--- src/rtl/imem_loader_if.sv ---
// Byte-stream input, reload request, instruction-memory write port and
// load-status outputs of the instruction-memory loader, bundled as one bus.
interface imem_loader_if #(
    parameter int AW = 10
);
    logic [7:0]    in_data;
    logic          in_valid;
    logic          in_ready;
    logic          reload;
    logic          im_we;
    logic [AW-1:0] im_addr;
    logic [31:0]   im_wdata;
    logic          cpu_reset;
    logic          load_done;
    logic          load_err;

    // Loader side: consumes the byte stream, drives memory and status.
    modport slave (
        input  in_data, in_valid, reload,
        output in_ready, im_we, im_addr, im_wdata, cpu_reset, load_done, load_err
    );

    // Host side: produces the byte stream, observes memory and status.
    modport master (
        output in_data, in_valid, reload,
        input  in_ready, im_we, im_addr, im_wdata, cpu_reset, load_done, load_err
    );
endinterface

--- src/rtl/imem_loader.sv ---
// Instruction-memory loader: receives a length-prefixed, XOR-checksummed
// byte frame, writes the assembled 32-bit words into instruction memory and
// holds the CPU in reset until a load completes with a good checksum.
module imem_loader #(
    parameter int AW      = 10,
    parameter int TIMEOUT = 65535
) (
    input  logic          clk,
    input  logic          RESET,
    imem_loader_if.slave  bus
);

    typedef enum logic [2:0] {
        S_IDLE,
        S_LEN_LO,
        S_DATA,
        S_CHECK,
        S_DONE,
        S_ERROR
    } state_t;

    // Idle counter only has to reach TIMEOUT-1 before the abort fires.
    localparam int TW = (TIMEOUT < 2) ? 1 : $clog2(TIMEOUT);

    state_t        r_state;
    state_t        w_next;

    logic [15:0]   r_len;
    logic [1:0]    r_byte_cnt;
    logic [15:0]   r_word_idx;
    logic [31:0]   r_asm;
    logic [7:0]    r_xor;
    logic [TW-1:0] r_tmo_cnt;

    logic          r_im_we;
    logic [AW-1:0] r_im_addr;
    logic [31:0]   r_im_wdata;
    logic          r_in_ready;
    logic          r_cpu_reset;
    logic          r_load_done;
    logic          r_load_err;

    logic          w_accept;
    logic          w_timed;
    logic          w_tmo_hit;
    logic [15:0]   w_len_n;
    logic          w_too_long;
    logic          w_last_byte;
    logic          w_last_word;
    logic          w_reenter_idle;
    logic          w_in_ready_nx;
    logic          w_cpu_reset_nx;
    logic          w_load_done_nx;
    logic          w_load_err_nx;

    assign w_accept       = bus.in_valid & r_in_ready;
    assign w_timed        = (r_state == S_LEN_LO) || (r_state == S_DATA) || (r_state == S_CHECK);
    assign w_tmo_hit      = w_timed && !w_accept && (r_tmo_cnt == TW'(TIMEOUT - 1));
    assign w_len_n        = {r_len[15:8], bus.in_data};
    assign w_too_long     = 32'(w_len_n) > (32'd1 << AW);
    assign w_last_byte    = (r_byte_cnt == 2'd3);
    assign w_last_word    = (r_word_idx == (r_len - 16'd1));
    assign w_reenter_idle = (r_state != S_IDLE) && (w_next == S_IDLE);

    // State register; reset overrides reload and any in-flight byte.
    always_ff @(posedge clk) begin
        // NOTE: sequential state uses non-blocking assignments so every
        // register samples pre-edge values regardless of block order.
        if (RESET) begin
            r_state <= S_IDLE;
        end else begin
            r_state <= w_next;
        end
    end

    // Next-state decode from the current state, handshake and timeout.
    always_comb begin
        // NOTE: default assignment first so no path leaves w_next unassigned
        // and infers a latch.
        w_next = r_state;
        unique case (r_state)
            S_IDLE: begin
                if (w_accept) w_next = S_LEN_LO;
            end
            S_LEN_LO: begin
                if (w_accept) begin
                    if (w_too_long)           w_next = S_ERROR;
                    else if (w_len_n == 16'd0) w_next = S_CHECK;
                    else                      w_next = S_DATA;
                end else if (w_tmo_hit) begin
                    w_next = S_ERROR;
                end
            end
            S_DATA: begin
                if (w_accept) begin
                    if (w_last_byte && w_last_word) w_next = S_CHECK;
                end else if (w_tmo_hit) begin
                    w_next = S_ERROR;
                end
            end
            S_CHECK: begin
                if (w_accept) begin
                    w_next = (bus.in_data == r_xor) ? S_DONE : S_ERROR;
                end else if (w_tmo_hit) begin
                    w_next = S_ERROR;
                end
            end
            S_DONE, S_ERROR: begin
                if (bus.reload) w_next = S_IDLE;
            end
            default: w_next = S_IDLE;
        endcase
    end

    // Status outputs decoded from the next state so their registers line up
    // with the state register.
    always_comb begin
        w_in_ready_nx  = (w_next != S_DONE) && (w_next != S_ERROR);
        w_cpu_reset_nx = (w_next != S_DONE);
        w_load_done_nx = (w_next == S_DONE);
        w_load_err_nx  = (w_next == S_ERROR);
    end

    // Registered status outputs.
    always_ff @(posedge clk) begin
        if (RESET) begin
            r_in_ready  <= 1'b1;
            r_cpu_reset <= 1'b1;
            r_load_done <= 1'b0;
            r_load_err  <= 1'b0;
        end else begin
            r_in_ready  <= w_in_ready_nx;
            r_cpu_reset <= w_cpu_reset_nx;
            r_load_done <= w_load_done_nx;
            r_load_err  <= w_load_err_nx;
        end
    end

    // Frame datapath: length capture, word assembly, checksum, write strobe
    // and idle-cycle counter.
    always_ff @(posedge clk) begin
        if (RESET) begin
            r_len      <= '0;
            r_byte_cnt <= '0;
            r_word_idx <= '0;
            r_asm      <= '0;
            r_xor      <= '0;
            r_tmo_cnt  <= '0;
            r_im_we    <= 1'b0;
            r_im_addr  <= '0;
            r_im_wdata <= '0;
        end else begin
            r_im_we   <= 1'b0;
            r_tmo_cnt <= (w_timed && !w_accept) ? r_tmo_cnt + 1'b1 : '0;
            if (w_reenter_idle) begin
                r_len      <= '0;
                r_byte_cnt <= '0;
                r_word_idx <= '0;
                r_asm      <= '0;
                r_xor      <= '0;
            end else if (w_accept) begin
                case (r_state)
                    S_IDLE:   r_len[15:8] <= bus.in_data;
                    S_LEN_LO: r_len[7:0]  <= bus.in_data;
                    S_DATA: begin
                        r_asm      <= {r_asm[23:0], bus.in_data};
                        r_xor      <= r_xor ^ bus.in_data;
                        r_byte_cnt <= r_byte_cnt + 2'd1;
                        if (w_last_byte) begin
                            r_im_we    <= 1'b1;
                            r_im_addr  <= AW'(r_word_idx);
                            r_im_wdata <= {r_asm[23:0], bus.in_data};
                            r_word_idx <= r_word_idx + 16'd1;
                        end
                    end
                    default: ;
                endcase
            end
        end
    end

    assign bus.in_ready  = r_in_ready;
    assign bus.im_we     = r_im_we;
    assign bus.im_addr   = r_im_addr;
    assign bus.im_wdata  = r_im_wdata;
    assign bus.cpu_reset = r_cpu_reset;
    assign bus.load_done = r_load_done;
    assign bus.load_err  = r_load_err;

endmodule
--- src/flat_wrapper.sv ---
// flat-port wrapper written by rule: the top's interface ports become plain ports
module imem_loader_flat 
#(
    parameter int AW      = 10,
    parameter int TIMEOUT = 65535
)
  (clk, RESET, bus_in_data, bus_in_valid, bus_reload, bus_in_ready, bus_im_we, bus_im_addr, bus_im_wdata, bus_cpu_reset, bus_load_done, bus_load_err);
  imem_loader_if #(.AW(AW)) bus_i ();
  input  logic clk;
  input  logic RESET;
  input wire logic [$bits(bus_i.in_data)-1:0] bus_in_data;
  input wire logic [$bits(bus_i.in_valid)-1:0] bus_in_valid;
  input wire logic [$bits(bus_i.reload)-1:0] bus_reload;
  output wire logic [$bits(bus_i.in_ready)-1:0] bus_in_ready;
  output wire logic [$bits(bus_i.im_we)-1:0] bus_im_we;
  output wire logic [$bits(bus_i.im_addr)-1:0] bus_im_addr;
  output wire logic [$bits(bus_i.im_wdata)-1:0] bus_im_wdata;
  output wire logic [$bits(bus_i.cpu_reset)-1:0] bus_cpu_reset;
  output wire logic [$bits(bus_i.load_done)-1:0] bus_load_done;
  output wire logic [$bits(bus_i.load_err)-1:0] bus_load_err;
  assign bus_i.in_data = bus_in_data;
  assign bus_i.in_valid = bus_in_valid;
  assign bus_i.reload = bus_reload;
  assign bus_in_ready = bus_i.in_ready;
  assign bus_im_we = bus_i.im_we;
  assign bus_im_addr = bus_i.im_addr;
  assign bus_im_wdata = bus_i.im_wdata;
  assign bus_cpu_reset = bus_i.cpu_reset;
  assign bus_load_done = bus_i.load_done;
  assign bus_load_err = bus_i.load_err;
  imem_loader #(.AW(AW), .TIMEOUT(TIMEOUT)) u_core (.clk(clk), .RESET(RESET), .bus(bus_i));
endmodule
--- config.mk ---
export PLATFORM = sky130hd
export DESIGN_NAME = imem_loader_flat
export DESIGN_NICKNAME = d
export VERILOG_FILES = /design/src/rtl/imem_loader_if.sv /design/src/rtl/imem_loader.sv /design/src/flat_wrapper.sv
export SDC_FILE = /design/constraint.sdc
export NUM_CORES = 1
export LEC_CHECK = 0
export CORE_ASPECT_RATIO = 2
export CORE_MARGIN = 2
export CORE_UTILIZATION = 40
export CTS_CLUSTER_DIAMETER = 30
export DETAILED_ROUTE_END_ITERATION = 8
export PLACE_DENSITY = 0.58
export SETUP_SLACK_MARGIN = 0.15
export SYNTH_ARGS = -nofsm -noshare
export SYNTH_HDL_FRONTEND = slang
export SYNTH_SLANG_ARGS = --single-unit
export TNS_END_PERCENT = 5
--- constraint.sdc ---
create_clock -name clk -period 4.8 [get_ports clk]
set_clock_uncertainty 0.1 [all_clocks]
set_input_delay 0.72 -clock clk [delete_from_list [all_inputs] [get_ports clk]]
set_output_delay 0.72 -clock clk [all_outputs]
set_load 0.02 [all_outputs]
==> metrics.cfg, run 1 <==
[grt]
grt_pass1_wl_um=23600
grt_pass1_vias=4806
antenna_found_initial=0
grt_overflow_total=0
grt_max_degree=67
track_usage_pct=19.9

[setup_path]
path_class=in2reg
cp_max_fo=66
critPathSlowestCell=or4_1
reg2reg_slack_ns=1.96
rr_endpoint=u_core.r_state[0]
worst_setup_path_end_kind=flop
timing.rr.start=u_core.r_len[0]
worstSetupEndpoint=u_core.r_word_idx[12]
cp.arrival_ns=3.51
slowest_delay_ns=0.62
path_cells=clkdlybuf4s50_1, or4_1, o31ai_1, a311oi_1, o41ai_4, buf_12, nor2_1
critPathLaunch=bus_in_data[1]
start_kind=input port
crit_required_ns=4.99
reg2reg_depth=8

[power_and_ir_drop]
switchingPower_w=0.000837
pwr-share-comb_pct=13.1
clkPwrFrac_pct=46.3
p_leak_nw=2.33
ir_worst_vdd_mv=0.333
p_per_area_nw_per_um2=415
intPower_w=0.00206
pwr-share-seq_pct=40.6
p_sw_share_pct=28.8

[route]
drtAntennaViolNets=0
post-route-drc-count=0
routed_wl_um=14400
dr_total_vias=4852
dr.pass1.iters=5
dr.first_iter.drc_count=281
wl_per_cell_um=15.6
viasPerCell=5.23

[finish]
area_delta_synth_final_pct=23.1
register_area_sq_um=2640
fill_cells=1387
final_layout_size_suffix_gt1_share_pct=6.91
multi_input_area_sq_um=2840
final_nets=742
post-route-util_pct=50.3
diodes=0

[synth]
async_flop_share_pct=0
syn_nets=695
synth_fa_ha_area_share_pct=1.10
syn_avg_cell_area_sq_um=8.37
syn_inst=678
synth_top_family_by_area=simple AND/OR/NAND/NOR gates
synth-edff-count=0
synth_top_area_share_pct=46.5
yosysUniqueCellTypes=47
syn_area_sq_um=5680
synth_top_flop_cell=dfxtp_1
synthSimpleGateAreaFrac_pct=24.5
yosysMostFrequentCell=nand2_1
synth_warnings=0
synth_common_cells=nand2_1 (157), dfxtp_1 (132), a21oi_1 (67)
synth-xor-area-share_pct=9.26
synth_area_leaders=dfxtp_1 (47%), nand2_1 (10%), a21oi_1 (5.9%)
ys_ff_latch=132
synth_compound_area_share_pct=11.9
synthMuxAreaShare_pct=3.17
yosys.area.top_type=dfxtp_1
synth_sequential_area_ratio_pct=46.5

[clock_network]
clk_latency_ns=0.41
numCtsBuffers=17
clk_pin_slew_ns=0.06
ctsRootBufferMaster=clkbuf_16
htreeDepth=4
cts_resized=0
holdBufCountCts=0
postCtsSetupRepairBufs=0
clockBufferDepth=2
clkSinkCount=132
cts_tree=yes

[timing]
post-route-period-util_pct=69.2
drv_slew=0
clock.fmax_ghz=0.301
slew_headroom_pct=16.9
setup-violations-final=0
tightest_slew_ns=1.24
grt_setup_unrepaired=no
hold_ws_ns=0.352
hold_viol=0
finalSetupTns_ns=0
layout_min_cycle_time_ns=3.32

[placed_design]
gp_routability_congestion=0.882
io_buffers=58
dpl.hpwl_um=10200

[outcome]
status=finished, final reports clean

[floorplanning]
die-area_sq_um=15200
fp.dieH_um=172
top_level_ports=59
core_sq_um=13900
start_util_pct=40.9
std_cell_rows=61
die_w_um=88.2

[hold_path]
min_path_type=reg2reg

[run]
cap_violations=0

## cell type report
| cell class | instances | share of cell area [%] |
|---|---|---|
| multi-input combinational | 502 | 40.7 |
| sequential | 132 | 37.8 |
| timing repair buffer | 62 | 8.84 |
| clock buffer | 17 | 6.09 |
| tap | 189 | 3.38 |
| clock inverter | 15 | 2.67 |
| inverter | 10 | 0.537 |
## cells by family (layout without fill, tap and decap cells)
kind of cell,after synthesis,after routing
adders and majority gates,5,5
and+or+nand+nor,310,310
buffers and inverters,44,104
xor gates and xnor gates,60,60
DFF,132,132
AOI/OAI and AO/OA,109,109
muxes,18,18
## routing by layer
metal	wire length, um	up-vias	share of wire [%]	track usage [%]
met5	0	-	0	0
met4	428	0	3.0	7.64
met1	5350	2326	37	20.1
met3	472	33	3.3	4.34
met2	8200	102	57	38.2
li1	-	2391	-	-
## cells in the final DEF, fill, tap and decap left out, types with 4 or more instances in the layout
cell             count
clkdlybuf4s50_1     57
nor2b_1              4
nor3_1              11
nand4_1              9
mux2i_1             18
a21oi_2             10
nor4_1               7
and3_1               8
and4_1               4
ha_1                 5
nor3b_1              5
a21oi_1             67
o21ai_0              7
inv_6                6
xnor2_1             25
dfxtp_1            132
nor2_1              65
nand2_1            157
xor2_1              35
or4_1                6
nand3_1             18
inv_1               10
clkbuf_16           17
inv_8                4
or3_1                4
## metrics by stage
step | setup WS [ns] | instance area, sq um | power (W) | instances
2_1_floorplan | 1.98 | 5680 | 0.00148 | 678
3_3_place_gp | 1.15 | 6380 | 0.00158 | 895
3_5_place_dp | 1.11 | 6380 | 0.00158 | 895
4_1_cts | 1.52 | 6990 | 0.00293 | 927
5_1_grt | 1.42 | 6990 | 0.00301 | 927
6_report | 1.48 | 6990 | 0.00290 | 927
## state kept, by name, summed over array words and instances (netlist names)
signal,cells
u_core.r_byte_cnt,2
u_core.r_xor,8
u_core.bus.in_ready,1
u_core.r_tmo_cnt,16
u_core.r_word_idx,16
u_core.bus.load_done,1
u_core.bus.im_we,1
u_core.bus.cpu_reset,1
u_core.r_len,16
u_core.bus.load_err,1
u_core.r_asm,24
u_core.r_state,3
u_core.bus.im_wdata,32
u_core.bus.im_addr,10
## worst max-delay path: cells and delay by family
family,cells,cell delay (ns)
AND/OR/NAND/NOR,2,0.72
buffers and inverters,2,0.94
AO/OA/AOI/OAI,3,1.10
## power by group through the flow
stage                     clock network, W  logic [W]  registers, W
after CTS                          0.00137   0.000380       0.00118
after floorplan                          0   0.000303       0.00118
after global placement                   0   0.000374       0.00120
after detailed placement                 0   0.000377       0.00120
after global routing               0.00142   0.000416       0.00118
final                              0.00134   0.000381       0.00118
## worst min path at each step
stage                                        from                 endpoint  cells past startpoint
after floorplan                  u_core.r_asm[16]  u_core.bus.im_wdata[24]                      2
after global placement    u_core.bus.im_wdata[15]  u_core.bus.im_wdata[15]                      2
after detailed placement  u_core.bus.im_wdata[28]  u_core.bus.im_wdata[28]                      2
after CTS                 u_core.bus.im_wdata[28]  u_core.bus.im_wdata[28]                      2
after global routing      u_core.bus.im_wdata[29]  u_core.bus.im_wdata[29]                      2
final                     u_core.bus.im_wdata[20]  u_core.bus.im_wdata[20]                      2
No activity file was read; power rests on OpenSTA's default activity.
==> run 2: changes to the inputs <==
==> constraint.sdc (replaced) <==
create_clock -name clk -period 3.15 [get_ports clk]
set_clock_uncertainty 0.1 [all_clocks]
set_input_delay 0.4725 -clock clk [delete_from_list [all_inputs] [get_ports clk]]
set_output_delay 0.4725 -clock clk [all_outputs]
set_load 0.02 [all_outputs]
==> run 2 against run 1 <==
Design area up 4.1%. Register-to-register slack worse by 1.6 ns. Sequential share of layout area down 1.5 points. Power up 57%. Sequential cell count unchanged. Utilization up 2.0 points. Non-clock buffer count up 34. Combinational power up 88%. Die area unchanged. Global-route usage up 0.95 points. Cell count up 3.7%. Highest routed layer unchanged.
==> metrics.cfg, run 2 (synthesis gave the netlist of run 1 again) <==
[outcome]
status=finished, final reports clean

[clock_network]
clockBufferDepth=2  ; unchanged
clk_pin_slew_ns=0.06  ; about the same
htreeDepth=4  ; unchanged
clk_latency_ns=0.42  ; about the same
ctsRootBufferMaster=clkbuf_16
clkSinkCount=132  ; unchanged
numCtsBuffers=17  ; unchanged
cts_tree=yes

[floorplanning]
core_sq_um=13900  ; unchanged
start_util_pct=40.9  ; unchanged
std_cell_rows=61  ; unchanged
die_w_um=88.2  ; unchanged
fp.dieH_um=172  ; unchanged
top_level_ports=59  ; unchanged
die-area_sq_um=15200  ; unchanged

[finish]
final_layout_size_suffix_gt1_share_pct=11.0  ; +4.1 points
diodes=0  ; unchanged
mostFrequentLayoutCells=nand2_1 (157), dfxtp_1 (132), a21oi_1 (67)
post-route-util_pct=52.4  ; +2.0 points
fill_cells=1372  ; -1.1%
register_area_sq_um=2640  ; unchanged
final_common_cell=nand2_1
area_delta_synth_final_pct=28.1
final_nets=776  ; +4.6%
multi_input_area_sq_um=2840  ; unchanged
largest_register_ffs=32  ; unchanged

[timing]
setup-violations-final=0  ; unchanged
grt_setup_unrepaired=no
post-route-period-util_pct=89.2
layout_min_cycle_time_ns=2.81
hold_viol=0  ; unchanged
drv_slew=0  ; unchanged
tightest_slew_ns=1.22  ; -0.0201 ns
slew_headroom_pct=18.2  ; +1.3 points
hold_ws_ns=0.352  ; -0.000315 ns
clock.fmax_ghz=0.356

[placed_design]
dpl.hpwl_um=10900  ; +6.6%
gp_routability_congestion=0.899  ; +1.9%
io_buffers=58  ; unchanged

[power_and_ir_drop]
ir_worst_vdd_mv=0.397  ; +19%
p_per_area_nw_per_um2=626  ; +51%
p_leak_nw=2.51  ; +7.6%

[grt]
track_usage_pct=20.9  ; +0.95 points
grt_pass1_wl_um=24500  ; +4.0%
grt_overflow_total=0  ; unchanged
antenna_found_initial=0  ; unchanged
grt_pass1_vias=4990  ; +3.8%
grt_max_degree=48  ; -28%

[setup_path]
timing.rr.start=u_core.r_len[13]
start_kind=input port
reg2reg_depth=8  ; unchanged
worst_setup_path_end_kind=flop
rr_endpoint=u_core.r_word_idx[0]
reg2reg_slack_ns=0.41  ; -1.55 ns
crit_required_ns=3.39  ; -1.60 ns
path_class=in2reg
cp.arrival_ns=3.05  ; -0.46 ns
cp_max_fo=6  ; -91%

[hold_path]
whs_path_depth=2  ; unchanged
hp-start=u_core.r_asm[22]
min_path_type=reg2reg
min_to=u_core.bus.im_wdata[30]

[route]
drtAntennaViolNets=0  ; unchanged
wl_per_cell_um=15.5  ; -0.26%
post-route-drc-count=0  ; unchanged
dr_total_vias=4987  ; +2.8%
dr.pass1.iters=4  ; -1
viasPerCell=5.19  ; -0.85%
dr.first_iter.drc_count=289  ; +2.8%
routed_wl_um=14900  ; +3.4%

[run]
cap_violations=0  ; unchanged

[run 2: area by class of cell]
| type | instances | area share (%) |
|---|---|---|
| clock buffer | 19 | 6.23 |
| clock inverter | 13 | 2.24 |
| inverter | 10 | 0.516 |
| multi-input combinational | 502 | 39.1 |
| sequential | 132 | 36.3 |
| tap | 189 | 3.25 |
| timing repair buffer | 96 | 12.3 |
[run 2: timing repair]
| item | in CTS | in global routing |
|---|---|---|
| buffers inserted | 2 | 0 |
| setup endpoints to repair | 62 | 0 |
| hold buffers | 0 | 0 |
| resized for setup | 0 | 0 |
[run 2: power by group]
| part | internal [W] | switching, W |
|---|---|---|
| registers | 0.00171 | 0.0000696 |
| logic | 0.000321 | 0.000394 |
| clock network | 0.00124 | 0.000816 |
[run 2: worst max-delay path by stage]
stage                          from               endpoint  slack, ns
detailed placement   bus_in_data[6]  u_core.r_word_idx[14]      -0.41
global route        u_core.r_len[0]      u_core.r_state[0]       0.22
finish               bus_in_data[6]   u_core.r_word_idx[0]       0.34
floorplan            bus_in_data[6]        u_core.r_len[0]       0.57
global placement     bus_in_data[6]  u_core.r_word_idx[15]      -0.35
CTS                  bus_in_data[6]   u_core.r_word_idx[0]       0.34
[run 2: worst max-delay path, stage by stage]
cell and delay, ns:
clkdlybuf4s50_1 0.41, or4_1 0.55, o31ai_1 0.41, buf_4 0.20, nor3b_1 0.05, o31ai_2 0.35
o41ai_4 0.11, buf_12 0.16, buf_4 0.15, nor3b_1 0.17
[run 2: through the flow]
step                      setup TNS (ns)  std cells  setup WS, ns  power, W  instance area, sq um
after floorplan                        0        678         0.575   0.00226                  5680
after global placement            -19.24        927        -0.347   0.00249                  6630
after detailed placement          -23.01        927        -0.405   0.00251                  6630
after CTS                              0        961         0.339   0.00459                  7270
after global routing                   0        961         0.221   0.00473                  7270
final                                  0        961         0.340   0.00455                  7270
[run 2: routing by layer]
layer / GRT usage (%) / vias to the layer above / share of wire [%]
li1: - / 2467 / -
met2: 39.3 / 108 / 57
met3: 4.92 / 32 / 3.1
met1: 21.1 / 2380 / 37
met5: 0 / - / 0
met4: 8.89 / 0 / 2.7
==> run 3: changes to the inputs <==
--- a/config.mk
+++ b/config.mk
@@ -15,4 +15,4 @@
 export SYNTH_ARGS = -nofsm -noshare
 export SYNTH_HDL_FRONTEND = slang
 export SYNTH_SLANG_ARGS = --single-unit
-export TNS_END_PERCENT = 5
+export TNS_END_PERCENT = 30
==> results of run 3 <==
The final DEF is identical to that of run 2; final timing and power are the same.
